<file path="src/rtl/pipe_stage_reg.sv">
// Generic pipeline-stage register with valid/ready handshake, optional skid entry,
// flush-to-bubble and a memory-wait freeze. Empty slots present NOP_VALUE downstream.
module pipe_stage_reg #(
  parameter int unsigned      WIDTH     = 96,
  parameter logic [WIDTH-1:0] NOP_VALUE = {{(WIDTH-32){1'b0}}, 32'h00000013},
  parameter bit               SKID      = 1'b1
) (
  input  logic             clk,
  input  logic             rst_n,
  input  logic             mem_valid,
  input  logic             mmu_data_ready,
  input  logic             flush,
  input  logic             in_valid,
  output logic             in_ready,
  input  logic [WIDTH-1:0] in_data,
  output logic             out_valid,
  input  logic             out_ready,
  output logic [WIDTH-1:0] out_data,
  output logic [1:0]       occupancy
);
  logic             hold, accept, drain;
  logic             main_vld, skid_vld;
  logic [WIDTH-1:0] main_q;

  assign hold      = mem_valid & ~mmu_data_ready;
  assign accept    = in_valid & in_ready;
  assign drain     = main_vld & out_ready & ~hold;
  assign out_valid = main_vld;
  assign out_data  = main_q;
  assign occupancy = {1'b0, main_vld} + {1'b0, skid_vld};

  generate
    if (SKID) begin : g_skid
      logic [WIDTH-1:0] skid_q;

      // in_ready only looks at the skid slot, so it never depends on out_ready.
      assign in_ready = ~hold & ~skid_vld;

      always_ff @(posedge clk or negedge rst_n) begin
        if (!rst_n) begin
          main_vld <= 1'b0;
          main_q   <= NOP_VALUE;
          skid_vld <= 1'b0;
          skid_q   <= NOP_VALUE;
        end else if (flush) begin
          main_vld <= 1'b0;
          main_q   <= NOP_VALUE;
          skid_vld <= 1'b0;
          skid_q   <= NOP_VALUE;
        end else if (!hold) begin
          if (!main_vld || drain) begin
            // Older skid entry always goes ahead of new input to keep FIFO order.
            if (skid_vld) begin
              main_vld <= 1'b1;
              main_q   <= skid_q;
              skid_vld <= accept;
              skid_q   <= accept ? in_data : NOP_VALUE;
            end else if (accept) begin
              main_vld <= 1'b1;
              main_q   <= in_data;
            end else begin
              main_vld <= 1'b0;
              main_q   <= NOP_VALUE;
            end
          end else if (accept) begin
            skid_vld <= 1'b1;
            skid_q   <= in_data;
          end
        end
      end
    end else begin : g_single
      assign in_ready = ~hold & (~main_vld | out_ready);
      assign skid_vld = 1'b0;

      always_ff @(posedge clk or negedge rst_n) begin
        if (!rst_n) begin
          main_vld <= 1'b0;
          main_q   <= NOP_VALUE;
        end else if (flush) begin
          main_vld <= 1'b0;
          main_q   <= NOP_VALUE;
        end else if (!hold) begin
          if (accept) begin
            main_vld <= 1'b1;
            main_q   <= in_data;
          end else if (drain) begin
            main_vld <= 1'b0;
            main_q   <= NOP_VALUE;
          end
        end
      end
    end
  endgenerate
endmodule

</file>
<file path="config.mk">
export PLATFORM = sky130hd
export DESIGN_NAME = pipe_stage_reg
export DESIGN_NICKNAME = d
export VERILOG_FILES = /design/src/rtl/pipe_stage_reg.sv
export SDC_FILE = /design/constraint.sdc
export NUM_CORES = 1
export LEC_CHECK = 0
export BUFFER_PORTS_ARGS = -buffer_cell sky130_fd_sc_hd__buf_2
export CORE_MARGIN = 2
export CORE_UTILIZATION = 32
export CTS_CLUSTER_SIZE = 40
export DETAILED_ROUTE_END_ITERATION = 16
export SLEW_MARGIN = 30
export SYNTH_ARGS = -nofsm -noshare
export SYNTH_HDL_FRONTEND = slang
export SYNTH_SLANG_ARGS = --single-unit
export TNS_END_PERCENT = 10
</file>
<file path="constraint.sdc">
create_clock -name clk -period 2.65 [get_ports clk]
set_input_delay 0.265 -clock clk [delete_from_list [all_inputs] [get_ports clk]]
set_output_delay 0.265 -clock clk [all_outputs]
set_load 0.005 [all_outputs]
</file>
### Yosys cells after proc, flatten, opt, wreduce, memory -nomap -nowiden

Cells that the tools add are included.
W data, S select, Z words.

* output and inout bits: 100
* flip-flop bits (word level): 194
* logic and storage cells: 42
* input port bits: 103

* bitwise operators: 8
* reduce and logical (&&, ||, !) cells: 7
* $add $sub $neg: 1
* muxes and demuxes: 20
* equality and inequality tests: 2

Operators with widths (number)
* $mux W96: 10
* $mux W1: 10
* $and A1 B1 Y1: 5
* $reduce_and A2 Y1: 2
* $ne A3 B3 Y1 const B: 1
* $not A1 Y1: 3
* $reduce_and A3 Y1: 1
* $reduce_bool A3 Y1: 1
* $add A1 B1 Y2: 1
* $ne A2 B2 Y1 const B: 1
* $reduce_bool A2 Y1: 1
* $logic_not A1 Y1: 1
* $logic_or A1 B1 Y1: 1

### Logic depth before layout (Yosys ltp)

* depth in word-level cells: 10
* gate-level depth with buffers: 6
* mapped depth without buffers: 3

### Worst setup path before layout

OpenSTA, ideal clock, no wires.

* path kind: reg2reg
* start point: register main_vld, in the netlist out_valid
* end point: register main_q[29], in the netlist out_data[29]
* required time: 2.549 ns
* path slack: 0.993 ns
* cell stages (with the launch flop): 7
* clock period less this slack: 1.657 ns
* data arrival time: 1.556 ns
* setup time: 0.101 ns
* path buffers: 3
* path through: dfrtp_1 nor2b_1 or4_4 buf_6 buf_6 buf_6 o32ai_1

* longest elaborated chain between the ends: 5
* elaborated cells between the ends (all ways): 6
* those cells by class: bitwise (2); reduce/logical (4)

RTL lines
* start: declaration: line 22 `logic main_vld, skid_vld;`
* start signal: assignment: line 41 `main_vld <= 1'b0;`
* start signal: assignment: line 46 `main_vld <= 1'b0;`
* start signal: assignment: line 54 `main_vld <= 1'b1;`
* $and A1 B1 Y1 (2 in a row): line 27 `assign drain = main_vld & out_ready & ~hold;`
* $logic_or A1 B1 Y1 *: line 51 `if (!main_vld || drain) begin`
* $reduce_bool A2 Y1 (no source line) *
* $reduce_and A2 Y1 (no source line) *
* end signal: assignment: line 55 `main_q <= skid_q;`
* end signal: assignment: line 60 `main_q <= in_data;`
* end: declaration: line 23 `logic [WIDTH-1:0] main_q;`

Mark *: on every way between the ends. The rest lies on a longest branch, timed or not.
A chain may end at the register's enable or synchronous reset.

### Worst setup path in the final report

* start point: register skid_vld
* end point: output port in_ready

* longest elaborated chain between the ends: 2

RTL lines
* start: declaration: line 22
* start signal: assignment: line 56 `skid_vld <= accept;`
* $not A1 Y1: line 37 `assign in_ready = ~hold & ~skid_vld;`
* $and A1 B1 Y1: line 37
* end: declaration: line 14 `output logic in_ready,`

Every way passes these cells.

==> flow_summary_export.csv <==
group,metric,value,unit
status,status,"finished, final reports clean",
route,drtPass1Iterations,5,
route,dr.first_iter.drc_count,748,
power_and_ir_drop,p_sw,1.84,mW
floorplan,dieArea,0.0324,mm2
clocking,ctsResizeCount,0,
job,maxCapViolations,0,
synth,syn_area,0.00991,mm2
global_routing,overflow,0,
power_and_ir_drop,power_frac_comb,12.5,%
final_layout,post-route-util,39.2,%
clocking,cts.path.max_buffers,2,
timing,slew_violations,0,
floorplan,rows,64,
route,num_vias,8709,
global_routing,grt_pass1_wl,49.3,mm
clocking,cts_sinks,194,
global_routing,grt_use_total,18.7,%
clocking,numCtsBuffers,17,
timing,finalSetupViolCount,0,
final_layout,area_growth,20.7,%
global_routing,antenna_found_initial,0,
route,drt_drc_violations_left,0,
route,wirelength,30.1,mm
timing,skew,12.8,ps
setup_path,cp.arrival,1830,ps
synth,synthesis.nets,1132,
synth,yosysUniqueCellTypes,33,
power_and_ir_drop,power.density,586,mW/mm2
synth,synth_cells,1028,
route,viasPerCell,5.56,
synth,seq_area_frac_synth,49.1,%
timing,setup_tns,0,ps
power_and_ir_drop,p_total,7.00,mW
setup_path,worstPathRequired,2380,ps
final_layout,final_cell_mix,"buf_2 (200), dfrtp_1 (187), a21oi_1 (94), nand3b_1 (94)",
clocking,clk_transition_reported_paths,80,ps
final_layout,mostFrequentLayoutCell,"buf_2",
timing,rsz0062_at_grt,"false",
route,ant_nets,0,
synth,yosysWarnings,0,
floorplan,dieWidth,180,um
placed_design,gp_congestion,0.703,
floorplan,die_y,180,um
placed_design,post-dp-hpwl,17.2,mm
timing,worstMarginPinSlew,748,ps
power_and_ir_drop,power.leakage,5.00,nW
power_and_ir_drop,pwr-share-clk,42.3,%
final_layout,final_layout_size_suffix_gt1_share,24.8,%
final_layout,nets,1262,
global_routing,grt_pass1_vias,8846,
timing,clock.fmax,0.477,GHz
final_layout,finish.instance_area,0.0120,mm2
power_and_ir_drop,p_int,5.16,mW
floorplan,num_io_pins,203,
floorplan,core_area,0.0305,mm2
timing,finalHoldViolCount,0,
route,wl_per_cell,19.2,um
floorplan,start_util,32.5,%
worst_hold_path,hold_path.class,"in2reg",
placed_design,numPortBuffers,202,
timing,period_needed,2100,ps
clocking,cts_max_level,4,
synth,syn_avg_cell_area,9.64,um2
setup_path,worstSetupEndpointType,"output port",
power_and_ir_drop,peakVddDrop,0.370,mV
setup_path,worstSetupPathType,"reg2out",
placed_design,placed_area,0.0113,mm2
power_and_ir_drop,p_sw_share,26.3,%
timing,setup_slack,552,ps
clocking,insertion_delay,430,ps
final_layout,antenna_cells,0,
timing,timing.final.crit_share,79.2,%
setup_path,critPathMaxFanout,110,
clocking,cts_tree,"done",
power_and_ir_drop,seq_power_share,45.2,%
placed_design,dp_slack,755,ps
setup_path,cp-start-kind,"flop",
clocking,root_buffer,"clkbuf_16",
synth,ys_ff_latch,194,
global_routing,grt_start_max_net_pins,111,
timing,slew_headroom,50.1,%
[power by group through the flow]
| stage | registers (mW) | clock network, mW | logic [mW] |
|---|---|---|---|
| final | 3.17 | 2.96 | 0.877 |
| after global routing | 3.18 | 3.15 | 0.971 |
| after CTS | 3.16 | 3.05 | 0.888 |
| after detailed placement | 3.22 | 0 | 0.885 |
| after global placement | 3.22 | 0 | 0.872 |
| after floorplan | 3.21 | 0 | 0.478 |
[per-layer routing]
layer | GRT usage (%) | routed length (um)
met5 | 0 | 0
met4 | 3.77 | 207
met3 | 3.81 | 1760
met2 | 29.0 | 13600
met1 | 26.9 | 14600
[metrics by stage]
| step | instances | hold WS, ps |
|---|---|---|
| global route | 1566 | 155 |
| global placement | 1533 | 337 |
| detailed placement | 1534 | 338 |
| finish | 1566 | 169 |
| floorplan | 1028 | -30.6 |
| CTS | 1566 | 139 |
[cell usage after synthesis]
master,n,area (um2)
a211o_1,1,8.76
a21oi_1,95,475
a311oi_1,1,8.76
a31o_2,3,26.3
a31oi_1,93,582
and3b_1,2,17.5
buf_1,5,18.8
buf_2,17,85.1
buf_6,7,78.8
clkbuf_1,92,345
dfrtp_1,188,4700
dfstp_2,6,158
ha_1,1,12.5
inv_1,26,97.6
mux2_2,3,33.8
nand2_1,1,3.75
nand2b_1,2,12.5
nand3_1,92,460
nand3b_1,94,706
nand4b_1,2,17.5
nor2_1,3,11.3
nor2b_1,94,588
nor3_1,1,5.00
o21ai_0,93,465
o21bai_1,3,22.5
o2bb2ai_1,67,587
o31ai_1,1,7.51
o32a_1,3,30.0
o32ai_1,16,140
o32ai_2,9,146
or3_1,3,18.8
or4_1,3,22.5
or4_4,1,11.3
[final cells by class]
type / instances / area (um2)
Clock buffer: 20 / 457
Clock inverter: 11 / 204
Fill cell: 2993 / 18500
Inverter: 26 / 97.6
Multi-Input combinational cell: 687 / 4460
Sequential cell: 194 / 4870
Tap cell: 396 / 495
Timing Repair Buffer: 232 / 1380
[kinds of logic (layout without fill, tap and decap cells)]
| logic type | Yosys count | after routing | synth area share [%] |
|---|---|---|---|
| compound gates | 385 | 385 | 25.2 |
| fa+ha+maj | 1 | 1 | 0.126 |
| buf+inv | 147 | 289 | 6.31 |
| flops | 194 | 194 | 49.1 |
| mux | 3 | 3 | 0.341 |
| simple gates | 298 | 298 | 18.9 |
[sequential cells by signal (all words and copies together) (netlist names)]
name           count
g_skid.skid_q     96
out_data          96
skid_vld           1
out_valid          1
[worst max-delay path, stage by stage, from the launching register on]
cell and delay [ps]:
dfrtp_4 720, buf_12 380, nor2_1 100, buf_2 140
[path summary, 6_finish.rpt]
kind,start,to,slack [ps],cells after the start
setup reg to reg,skid_vld,g_skid.skid_q[10],740,4
setup / recovery,skid_vld,in_ready,550,3
max in group asynchronous,rst_n,out_data[4],1450,3
hold / removal,in_data[2],out_data[2],170,3
hold reg to reg,out_data[61],out_data[61],480,1
min in group asynchronous,rst_n,out_data[18],410,2
[repair_timing]
| item | 4_1_cts | 5_1_grt |
|---|---|---|
| hold buffers | 1 | 0 |
| buffers inserted | 0 | 0 |
| endpoints found under the hold margin | 63 | 0 |
No activity file was read; power rests on OpenSTA's default activity.
